### src/rtl/fpu8_pkg.sv
// fpu8_pkg: shared opcodes, FP8 field widths, canonical NaN and issue-FSM states
package fpu8_pkg;
    localparam logic [1:0] OP_ADD = 2'd0;
    localparam logic [1:0] OP_SUB = 2'd1;
    localparam logic [1:0] OP_MUL = 2'd2;
    localparam logic [1:0] OP_DIV = 2'd3;
    localparam int SIGN_W = 1;
    localparam int EXP_W = 4;
    localparam int MAN_W = 3;
    localparam int FP_W = SIGN_W + EXP_W + MAN_W;
    localparam logic [FP_W-1:0] NAN_CANON = 8'h7C;
    typedef enum logic [1:0] {S_IDLE, S_CHECK, S_EXEC, S_RESP} state_t;
endpackage

### src/rtl/fpu8_timeout_cnt.sv
// fpu8_timeout_cnt: clearable, enabled up-counter flagging a terminal count
module fpu8_timeout_cnt #(
    parameter int CNT_W = 8,
    parameter int TERM = 15
) (
    input  logic clk,
    input  logic rst,
    input  logic clr,
    input  logic en,
    output logic tc
);
    logic [CNT_W-1:0] cnt;
    always_ff @(posedge clk)
        if (rst || clr) cnt <= '0;
        else if (en) cnt <= cnt + CNT_W'(1);
    assign tc = cnt == CNT_W'(TERM);
endmodule

### src/rtl/fpu8_issue_ctrl.sv
// fpu8_issue_ctrl: request/check/dispatch/response sequencer for the FP8 unit
// Optional EXEC watchdog abort is enabled by defining FPU8_TIMEOUT_EN.
module fpu8_issue_ctrl
    import fpu8_pkg::*;
#(
    parameter int EU_TIMEOUT = 16,
    parameter int CNT_W = 8
) (
    input  logic            clk,
    input  logic            rst,
    input  logic            req_valid,
    output logic            req_ready,
    input  logic [1:0]      req_op,
    input  logic [FP_W-1:0] req_a,
    input  logic [FP_W-1:0] req_b,
    output logic [1:0]      exc_op,
    output logic [FP_W-1:0] exc_a,
    output logic [FP_W-1:0] exc_b,
    input  logic            exc_flag,
    output logic            eu_start,
    output logic [1:0]      eu_op,
    output logic [FP_W-1:0] eu_a,
    output logic [FP_W-1:0] eu_b,
    input  logic            eu_done,
    input  logic [FP_W-1:0] eu_result,
    output logic            rsp_valid,
    input  logic            rsp_ready,
    output logic [FP_W-1:0] rsp_result,
    output logic            rsp_exc,
    output logic            rsp_timeout,
    output logic            sticky_exc,
    input  logic            sticky_clr
);
    state_t state, state_d;
    logic [1:0] op_q;
    logic [FP_W-1:0] a_q, b_q;
    logic tmo, exc_set;
`ifdef FPU8_TIMEOUT_EN
    fpu8_timeout_cnt #(.CNT_W(CNT_W), .TERM(EU_TIMEOUT - 1)) u_cnt (
        .clk(clk),
        .rst(rst),
        .clr(state != S_EXEC),
        .en(state == S_EXEC),
        .tc(tmo)
    );
`else
    logic unused_cfg;
    assign unused_cfg = ^{EU_TIMEOUT, CNT_W};
    assign tmo = 1'b0;
`endif
    assign req_ready = state == S_IDLE && !rst;
    assign rsp_valid = state == S_RESP;
    assign {exc_op, exc_a, exc_b} = {op_q, a_q, b_q};
    assign {eu_op, eu_a, eu_b} = {op_q, a_q, b_q};
    // eu_done in the final watchdog cycle still wins over the abort
    assign exc_set = (state == S_CHECK && exc_flag) || (state == S_EXEC && tmo && !eu_done);
    always_comb begin
        state_d = state;
        case (state)
            S_IDLE:  if (req_valid) state_d = S_CHECK;
            S_CHECK: state_d = exc_flag ? S_RESP : S_EXEC;
            S_EXEC:  if (eu_done || tmo) state_d = S_RESP;
            default: if (rsp_ready) state_d = S_IDLE;
        endcase
    end
    always_ff @(posedge clk) begin
        if (rst) begin
            state       <= S_IDLE;
            op_q        <= '0;
            a_q         <= '0;
            b_q         <= '0;
            eu_start    <= 1'b0;
            rsp_result  <= '0;
            rsp_exc     <= 1'b0;
            rsp_timeout <= 1'b0;
            sticky_exc  <= 1'b0;
        end else begin
            state    <= state_d;
            eu_start <= state == S_CHECK && !exc_flag;
            if (state == S_IDLE && req_valid) {op_q, a_q, b_q} <= {req_op, req_a, req_b};
            if (state == S_CHECK && exc_flag) begin
                rsp_result  <= NAN_CANON;
                rsp_exc     <= 1'b1;
                rsp_timeout <= 1'b0;
            end
            if (state == S_EXEC && (eu_done || tmo)) begin
                rsp_result  <= eu_done ? eu_result : NAN_CANON;
                rsp_exc     <= !eu_done;
                rsp_timeout <= !eu_done;
            end
            sticky_exc <= exc_set || (sticky_exc && !sticky_clr);
        end
    end
endmodule

### config.mk
export PLATFORM = sky130hd
export DESIGN_NAME = fpu8_issue_ctrl
export DESIGN_NICKNAME = d
export VERILOG_FILES = /design/src/rtl/fpu8_pkg.sv /design/src/rtl/fpu8_timeout_cnt.sv /design/src/rtl/fpu8_issue_ctrl.sv
export SDC_FILE = /design/constraint.sdc
export NUM_CORES = 1
export LEC_CHECK = 0
export ABC_AREA = 1
export CAP_MARGIN = 20
export CORE_MARGIN = 2
export CORE_UTILIZATION = 40
export DETAILED_ROUTE_END_ITERATION = 16
export PLACE_DENSITY = 0.82
export SLEW_MARGIN = 25
export SYNTH_ARGS = -nofsm -noshare
export SYNTH_HDL_FRONTEND = slang
export SYNTH_SLANG_ARGS = --single-unit
### constraint.sdc
create_clock -name clk -period 3.6 [get_ports clk]
set_clock_uncertainty 0.2 [all_clocks]
set_input_delay 0.72 -clock clk [delete_from_list [all_inputs] [get_ports clk]]
set_output_delay 0.72 -clock clk [all_outputs]
set_load 0.02 [all_outputs]
==> results of run 1 <==
[cell usage after synthesis, drive strengths merged]
cell type   n
nor2       52
dfxtp      32
buf        23
o21ai      23
nand2      18
inv        13
nand3       9
a21oi       5
ha          5
o221ai      1
[worst max path at each step]
stage / slack [ns] / startpoint / depth (start not counted) / to
floorplan: 1.67 / rst / 1 / req_ready
global placement: 0.71 / rst / 3 / req_ready
detailed placement: 0.70 / rst / 3 / req_ready
CTS: 0.70 / rst / 3 / req_ready
global route: 0.64 / rst / 3 / req_ready
finish: 0.71 / rst / 3 / req_ready
[sequential cells by signal (all words and copies together) (netlist names)]
name         flops
eu_start         1
eu_op            2
rsp_result       8
state            2
rsp_timeout      1
eu_b             8
rsp_exc          1
sticky_exc       1
eu_a             8
[final cells by class]
cell class / count / area [um2]
inverters: 13 / 48.8
repair buffers: 82 / 821
multi-input cells: 113 / 531
flip-flops and latches: 32 / 641
clock inverters: 2 / 35.0
fillers: 317 / 1190
well taps: 46 / 57.6
clock buffers: 6 / 41.3
[stage by stage]
stage / instance area (um2) / hold slack (ns)
5_1_grt: 2170 / 0.284
4_1_cts: 2170 / 0.255
6_report: 2170 / 0.254
3_5_place_dp: 2100 / 0.239
3_3_place_gp: 2100 / 0.231
2_1_floorplan: 1400 / 0.320
[critical path, stage by stage]
cell	delay, ns
clkdlybuf4s50_1	0.50
nor2_1	0.14
clkdlybuf4s50_1	0.61
[logic make-up (layout without fill, tap and decap cells)]
group	count (synthesis)	count (layout)
AO/OA/AOI/OAI	29	29
flip-flops	32	32
AND/OR/NAND/NOR	79	79
buffers and inverters	36	103
adder cells (fa/ha/maj)	5	5
[power by group through the flow]
stage	combinational (uW)	sequential, uW	clock, uW
floorplan	445	608	0
global placement	795	511	0
detailed placement	807	518	0
CTS	810	510	272
global route	872	524	288
finish	802	508	262
[per-layer routing]
metal	vias to the layer above	share of wire [%]	global-route usage, %
met5	-	0	0
met4	0	0.64	5.71
met3	2	9.1	7.32
met2	61	48	30.1
met1	568	43	19.8
li1	681	-	-
==> impl_results.md, run 1 <==
- Status: completed
- Post-synth top area cell: dfxtp_1
- Main combinational cell family by area after synthesis: simple AND/OR/NAND/NOR gates
- Post-Synth Adder-Cell Area: ~4.5%
- Final hold vios: 0
- Vias in the first global route: 1,211
- Commonest non-fill, non-tap cell in the layout: clkdlybuf4s50_1
- # setup viols final: 0
- Worst relative slew slack: 70.5%
- Routed length per instance: roughly 11 um
- Input/output buffers: 82
- Share of the core filled with cells: 64.7%
- Most frequent cells in the layout: clkdlybuf4s50_1, nor2_1, dfxtp_1
- Mapped Cells: around 180
- Crit end category: output pin
- Static Leak: 0.000898 uW
- Worst-margin pin slew: 0.441 ns
- Max VDD drop: 0.354 mV
- Clk pwr share: 16.7%
- Mux cell area share after synthesis: 0%
- Net switching power: 619 uW
- Syn Std Cell Area: around 1400 um2
- Clk slew on worst S/H paths: roughly 0.1 ns
- GRT Util Overall: 17.6%
- Tcrit/Tclk final: 80.3%
- Hold WC Path Type: flop to flop
- Die Ht: approximately 63 um
- Setup WS pre-CTS: 0.705 ns
- Core Region: 3360 um2
- Row count: 21
- Initial DRC count: 79
- Final Critical Period: 2.89 ns
- Syn Nets: 219
- Layout Cells excl Fill: 294
- Post-CTS Resized: 0
- Setup Fix Bufs, Post-CTS: 0
- Drt total wl: 3280 um
- Critical path class: input port to output pin
- Via/cell ratio: 4.46
- Fraction of layout cells with a size suffix above 1: 5.24%
- Flop pwr share: 32.3%
- Dpl hpwl: 2500 um
- Antenna Violating Nets Remaining: 0
- Final slew viol count: 0
- Worst Hold Launch: rsp_timeout
- Area contributors post-synth: dfxtp_1, nor2_1, buf_4
- Gpl congestion: ~0.77
- Global-route wire length before repair: 5520 um
- Skew-Pair Late Insertion Delay: just over 0.3 ns
- Die Wd: between 60 and 70 um
- Internal power: 953 uW
- Initial Util: 41.7%
- Synthesized flop and latch total: 32
- RSZ-0062 raised after global routing: false
- XOR/XNOR Fraction of Synth Area: 0%
- Net Sw Frac: between 30 and 40%
- Post-synthesis area per instance: 7.75 um2
- Post-synthesis compound-gate area fraction: 10.9%
- Sequential share of the synthesized area: 45.7%
- H-tree Lvls: 2
- R2R Setup Slk: about 1.8 ns
- Clock buffer count from CTS: 5
- Worst setup margin: 0.711 ns
- Warnings from Yosys: 0
- Post-synthesis simple-gate area fraction: between 20% and 30%
- Longest Clk Path Bufs: 2
- Final Power: 1570 uW
- Yosys cell types: 17
- Synth-to-Final Area Change: 55.0%
- CTS tree: yes
- Hold Path Sink: rsp_timeout
- Peak Freq: 0.346 GHz
- Setup tns final: 0 ns
- Total grt overflow: 0
- Max cap viols: 0
- DR vias: 1,312
- Hold Path Stages: 2
- Top cell type's share of synthesized area: 45.7%
- Placed Cells: about 290
- Antenna diodes: 0
- FF-to-FF Start: state[0]
- Pin count of the biggest net entering global routing: 29
- Crit path required time: about 2.7 ns
- Die area: 4000 um2
- Total clock sinks: 32
- Cts hold-fix bufs: 0
- Total Nets Final: 285
- Drc violations: 0
- Critical Path AT: 1.97 ns
- Root Buffer Master: clkbuf_4
- Pre-antenna DRT Iters: 4
- CP startpoint kind: input port
- Power per cell area: 723 nW/um2
- Reg2Reg Depth: 6
- I/O pin total: 83
- CP max FO: 6
- Initial antenna violation count: 0
- Reg2Reg Capture Point: eu_b[3]
- Power share of the combinational group: 51.0%
Power figures use the tool's default switching activity.
==> run 2: changes to the inputs <==
- CORE_UTILIZATION: 40 -> 33
- PLACE_DENSITY: 0.82 -> 0.72
- clock period: 3.6 -> 2.3 ns (I/O delays scaled with it)
==> impl_results.md, run 2 (same netlist as run 1, synthesis figures left out) <==
- DR vias: 1,330 (+1.4%)
- Fraction of layout cells with a size suffix above 1: 6.00% (+0.76 points)
- Max stage delay cell, worst path: dfxtp_1
- Most frequent cells in the layout: clkdlybuf4s50_1, nor2_1, dfxtp_1
- Initial antenna violation count: 0 (unchanged)
- Crit end category: output pin
- Total clock sinks: 32 (unchanged)
- Pre-antenna DRT Iters: 5 (+1)
- Commonest non-fill, non-tap cell in the layout: clkdlybuf4s50_1
- Static Leak: 0.000923 uW (+2.8%)
- Hold WC Path Type: flop to flop
- Critical Path AT: 1.49 ns (-0.48 ns)
- Crit path top cell by count: inv_1
- CP startpoint kind: flop
- I/O pin total: 83 (unchanged)
- Die Ht: 69.2 um (+9.5%)
- Tcrit/Tclk final: about 94%
- Worst-margin pin slew: 0.437 ns (-0.00426 ns)
- CTS tree: yes
- Input/output buffers: 82 (unchanged)
- Max cap viols: 0 (unchanged)
- Die area: 4790 um2 (+20%)
- RSZ-0062 raised after global routing: false
- Critical path class: flop to output pin
- Post-route cell area: 2220 um2 (+2.3%)
- Vias in the first global route: 1,151 (-5.0%)
- Antenna diodes: 0 (unchanged)
- Final Power: 2570 uW (+63%)
- Dpl hpwl: 2500 um (-0.20%)
- Initial DRC count: 90 (+14%)
- Via/cell ratio: 4.43 (-0.66%)
- Clock buffer count from CTS: 5 (unchanged)
- Drt total wl: 3330 um (+1.5%)
- Setup tns final: 0 ns (unchanged)
- Crit path required time: 1.64 ns (-1.04 ns)
- Row count: 23 (+9.5%)
- Skew-Pair Late Insertion Delay: 0.28 ns (-0.03 ns)
- Root Buffer Master: clkbuf_8
- Clk slew on worst S/H paths: 0.07 ns (-0.03 ns)
- Initial Util: 34.6% (-7.1 points)
- Synth-to-Final Area Change: 58.6%
- Final slew viol count: 0 (unchanged)
- Global-route wire length before repair: 5550 um (+0.62%)
- Routed length per instance: 11.1 um (-0.54%)
- Pin count of the biggest net entering global routing: 29 (unchanged)
- Antenna Violating Nets Remaining: 0 (unchanged)
- Share of the core filled with cells: 54.8% (-9.8 points)
- Final hold vios: 0 (unchanged)
- CP delay by family, top: buffers and inverters
- CP cell instances: inv_1 > ha_1 > inv_1 > nor2_1 > dlygate4sd2_1
- Worst relative slew slack: 70.8% (+0.28 points)
- Longest Clk Path Bufs: 2 (unchanged)
- Buffers and inverters on the worst path: 3 (+1)
- CP max FO: 5 (-1)
- Peak Freq: approximately 0.47 GHz
- Total Nets Final: 287 (+0.70%)
- Core Region: 4060 um2 (+21%)
- Power per cell area: 1150 nW/um2 (+60%)
- Die Wd: 69.2 um (+9.5%)
- Placed Area: 2120 um2 (+0.95%)
- Max incr delay on CP: 0.34 ns (-0.27 ns)
- Drc violations: 0 (unchanged)
- Status: completed
- Total grt overflow: 0 (unchanged)
- GRT Util Overall: 14.4% (-3.2 points)
- Max VDD drop: 0.640 mV (+81%)
- Gpl congestion: 0.822 (+6.9%)
- H-tree Lvls: 2 (unchanged)
- # setup viols final: 0 (unchanged)
- Final Critical Period: 2.15 ns
## run 2: cell types whose count changed in the layout (fill, tap and decap cells not counted)
cell / delta
clkbuf_8: +5
clkdlybuf4s50_1: -1
clkbuf_4: -5
buf_4: +2
dlygate4sd2_1: +1
## run 2: path summary, 6_finish.rpt
check,depth (start not counted),endpoint,startpoint,slack (ns)
setup reg to reg,6,rsp_result[5],state[0],0.67
hold reg to reg,2,rsp_timeout,rsp_timeout,0.24
setup / recovery,5,req_ready,state[0],0.15
hold / removal,2,rsp_timeout,rsp_timeout,0.24
## run 2: per-layer routing
metal  vias up  track usage, %  share of wire, %
met2        66            22.0                45
met3         6            5.09               7.4
met1       570            18.7                46
met5         -               0                 0
li1        688               -                 -
met4         0            5.01               1.4
## run 2: worst reg2reg max path, delay by kind of cell, from the launching register on
kind	cells	cell delay [ns]
AO/OA/AOI/OAI	1	0.17
buffers and inverters	2	0.15
AND/OR/NAND/NOR	2	0.33
adder cells (fa/ha/maj)	1	0.29
flip-flops	1	0.38
## run 2: power breakdown
| part | total [uW] | leakage [uW] | switching [uW] | internal (uW) |
|---|---|---|---|---|
| Combinational | 1250 | 0.000604 | 681 | 572 |
| Clock | 524 | 0.0000552 | 203 | 321 |
| Sequential | 793 | 0.000263 | 94.0 | 699 |
| Total | 2570 | 0.000923 | 978 | 1590 |
## run 2: final cells by class
class	count	area, um2
clock buffers	6	72.6
inverters	13	48.8
clock inverters	2	35.0
flip-flops and latches	32	641
repair buffers	84	835
multi-input cells	113	531
well taps	50	62.6
fillers	379	1830
## run 2: through the flow
step / std cells / setup WS, ns / hold WS [ns]
after floorplan: 181 / 0.660 / 0.320
after global placement: 292 / -0.0490 / 0.232
after detailed placement: 292 / -0.0345 / 0.235
after CTS: 300 / 0.122 / 0.245
after global routing: 300 / 0.0179 / 0.267
final: 300 / 0.149 / 0.241
## run 2: timing repair
| action | 4_1_cts | 5_1_grt |
|---|---|---|
| hold buffers | 0 | 0 |
| endpoints found under the hold margin | 0 | 0 |
| gates resized for setup | 1 | 0 |
| setup buffers | 0 | 0 |
| endpoints found under the setup margin | 1 | 0 |
==> run 3: changes to the inputs <==
- CORE_ASPECT_RATIO: default -> 1.5
- TNS_END_PERCENT: default -> 50
==> impl_results.md, run 3 (same netlist as run 1, synthesis figures left out) <==
- H-tree Lvls: 2 (unchanged)
- Static Leak: 0.000923 uW (unchanged)
- Global-route wire length before repair: 5280 um (-5.0%)
- Gr busiest metal: met2
- Drc violations: 0 (unchanged)
- Net switching power: 970 uW (-0.76%)
- Initial antenna violation count: 0 (unchanged)
- GRT Util Overall: 14.0% (-0.38 points)
- Final Critical Period: 2.14 ns (-0.0101 ns)
- Critical Path AT: 1.48 ns (about the same)
- Skew-Pair Late Insertion Delay: 0.28 ns (about the same)
- Max cap viols: 0 (unchanged)
- CP max FO: 5 (unchanged)
- Filler Cells Inserted: 393 (+3.7%)
- Setup Fix Bufs, Post-CTS: 0 (unchanged)
- CP startpoint kind: flop
- Power share of the combinational group: 48.7% (about the same)
- Via/cell ratio: 4.45 (+0.36%)
- Final Power: 2560 uW (-0.33%)
- Antenna Violating Nets Remaining: 0 (unchanged)
- I/O pin total: 83 (unchanged)
- FF-to-FF Start: state[0]
- Pin count of the biggest net entering global routing: 29 (unchanged)
- Power per cell area: 1150 nW/um2 (-0.11%)
- Core Region: 4170 um2 (+2.8%)
- Worst-margin pin slew: 0.432 ns (-0.00475 ns)
- Antenna diodes: 0 (unchanged)
- CTS tree: yes
- RSZ-0062 raised after global routing: false
- Clock buffer count from CTS: 5 (unchanged)
- Routing usage on met2: 24.6% (+2.5 points)
- Crit path required time: 1.64 ns (about the same)
- Die Wd: 57.2 um (-17%)
- Critical path class: flop to output pin
- Hold WC Path Type: flop to flop
- Grt met1 use: 14.9% (-3.8 points)
- Peak Freq: 0.467 GHz (+0.47%)
- Most frequent cells in the layout: clkdlybuf4s50_1, nor2_1, dfxtp_1
- Hold Path Stages: 2 (unchanged)
- Synth-to-Final Area Change: 58.3%
- Worst relative slew slack: 71.1% (+0.32 points)
- Internal power: 1590 uW (about the same)
- Reg2Reg Depth: 6 (unchanged)
- M3 GR Usage: 4.65% (-0.44 points)
- Root Buffer Master: clkbuf_8
- Total grt overflow: 0 (unchanged)
- Share of the core filled with cells: 53.2% (-1.6 points)
- Hold Slack: 0.252 ns (+0.0103 ns)
- Fraction of layout cells with a size suffix above 1: 6.00% (unchanged)
- Routed length per instance: 10.7 um (-3.3%)
- Total clock sinks: 32 (unchanged)
- Die Ht: 83.8 um (+21%)
- # setup viols final: 0 (unchanged)
- Final hold vios: 0 (unchanged)
- Flop pwr share: 31.0% (about the same)
- Clk slew on worst S/H paths: 0.07 ns (about the same)
- Setup tns final: 0 ns (unchanged)
- DR vias: 1,317 (-0.98%)
- Tcrit/Tclk final: 93.1% (-0.44 points)
- Commonest non-fill, non-tap cell in the layout: clkdlybuf4s50_1
- Die area: 4800 um2 (+0.22%)
- Initial DRC count: 19 (-79%)
- Longest Clk Path Bufs: 2 (unchanged)
- Net Sw Frac: 37.9% (-0.17 points)
- Crit end category: output pin
- Max VDD drop: 0.928 mV (+45%)
- Pre-antenna DRT Iters: 4 (-1)
- Status: completed
- Source of the critical timing path: state[1]
- Clk pwr share: 20.3% (about the same)
- Drt total wl: 3180 um (-4.6%)
- Worst Hold Launch: rsp_timeout
- Row count: 29 (+26%)
- Total Nets Final: 287 (unchanged)
- Dpl hpwl: 2430 um (-2.8%)
- Gpl congestion: 0.789 (-4.0%)
- Initial Util: 33.6% (-0.95 points)
- Final slew viol count: 0 (unchanged)
- Vias in the first global route: 1,172 (+1.8%)
- Input/output buffers: 82 (unchanged)
==> run 3: area by class of cell <==
class,count,area [um2],area share [%]
clock buffer,6,72.6,3.27
multi-input combinational,113,531,23.9
clock inverter,2,35.0,1.58
sequential,32,641,28.9
timing repair buffer,84,835,37.6
inverter,13,48.8,2.20
tap,46,57.6,2.59
==> run 3: timing repair <==
item | in CTS | in global routing
hold buffers | 0 | 0
endpoints found under the setup margin | 1 | 0
gates resized for setup | 1 | 0
==> run 3: per-stage QoR <==
stage / cell area, um2 / instances / worst slack [ns]
after global placement: 2110 / 288 / 0.0328
after global routing: 2220 / 296 / 0.0119
after floorplan: 1400 / 181 / 0.660
after detailed placement: 2110 / 288 / 0.0383
after CTS: 2220 / 296 / 0.143
final: 2220 / 296 / 0.160
==> run 3: power by group through the flow <==
stage	sequential [uW]	combinational [uW]	clock, uW
6_report	793	1250	520
5_1_grt	816	1360	565
4_1_cts	798	1260	534
3_5_place_dp	811	1260	0
3_3_place_gp	802	1250	0
2_1_floorplan	952	696	0
==> run 3: final timing paths <==
kind	to	slack, ns
max	req_ready	0.16
min	rsp_timeout	0.25
max reg2reg	rsp_result[5]	0.65
min reg2reg	rsp_timeout	0.25
==> run 3: critical path, stage by stage, from the launching register on <==
cell and delay [ns]:
dfxtp_1 0.34, inv_1 0.11, ha_1 0.25, inv_1 0.08, nor2_1 0.09, dlygate4sd2_1 0.33
==> run 3: layer usage <==
metal  part of all wire, %  up-vias
li1                      -      684
met1                    40      578
met2                    52       50
met3                   6.2        5
met4                   1.7        0
met5                     0        -
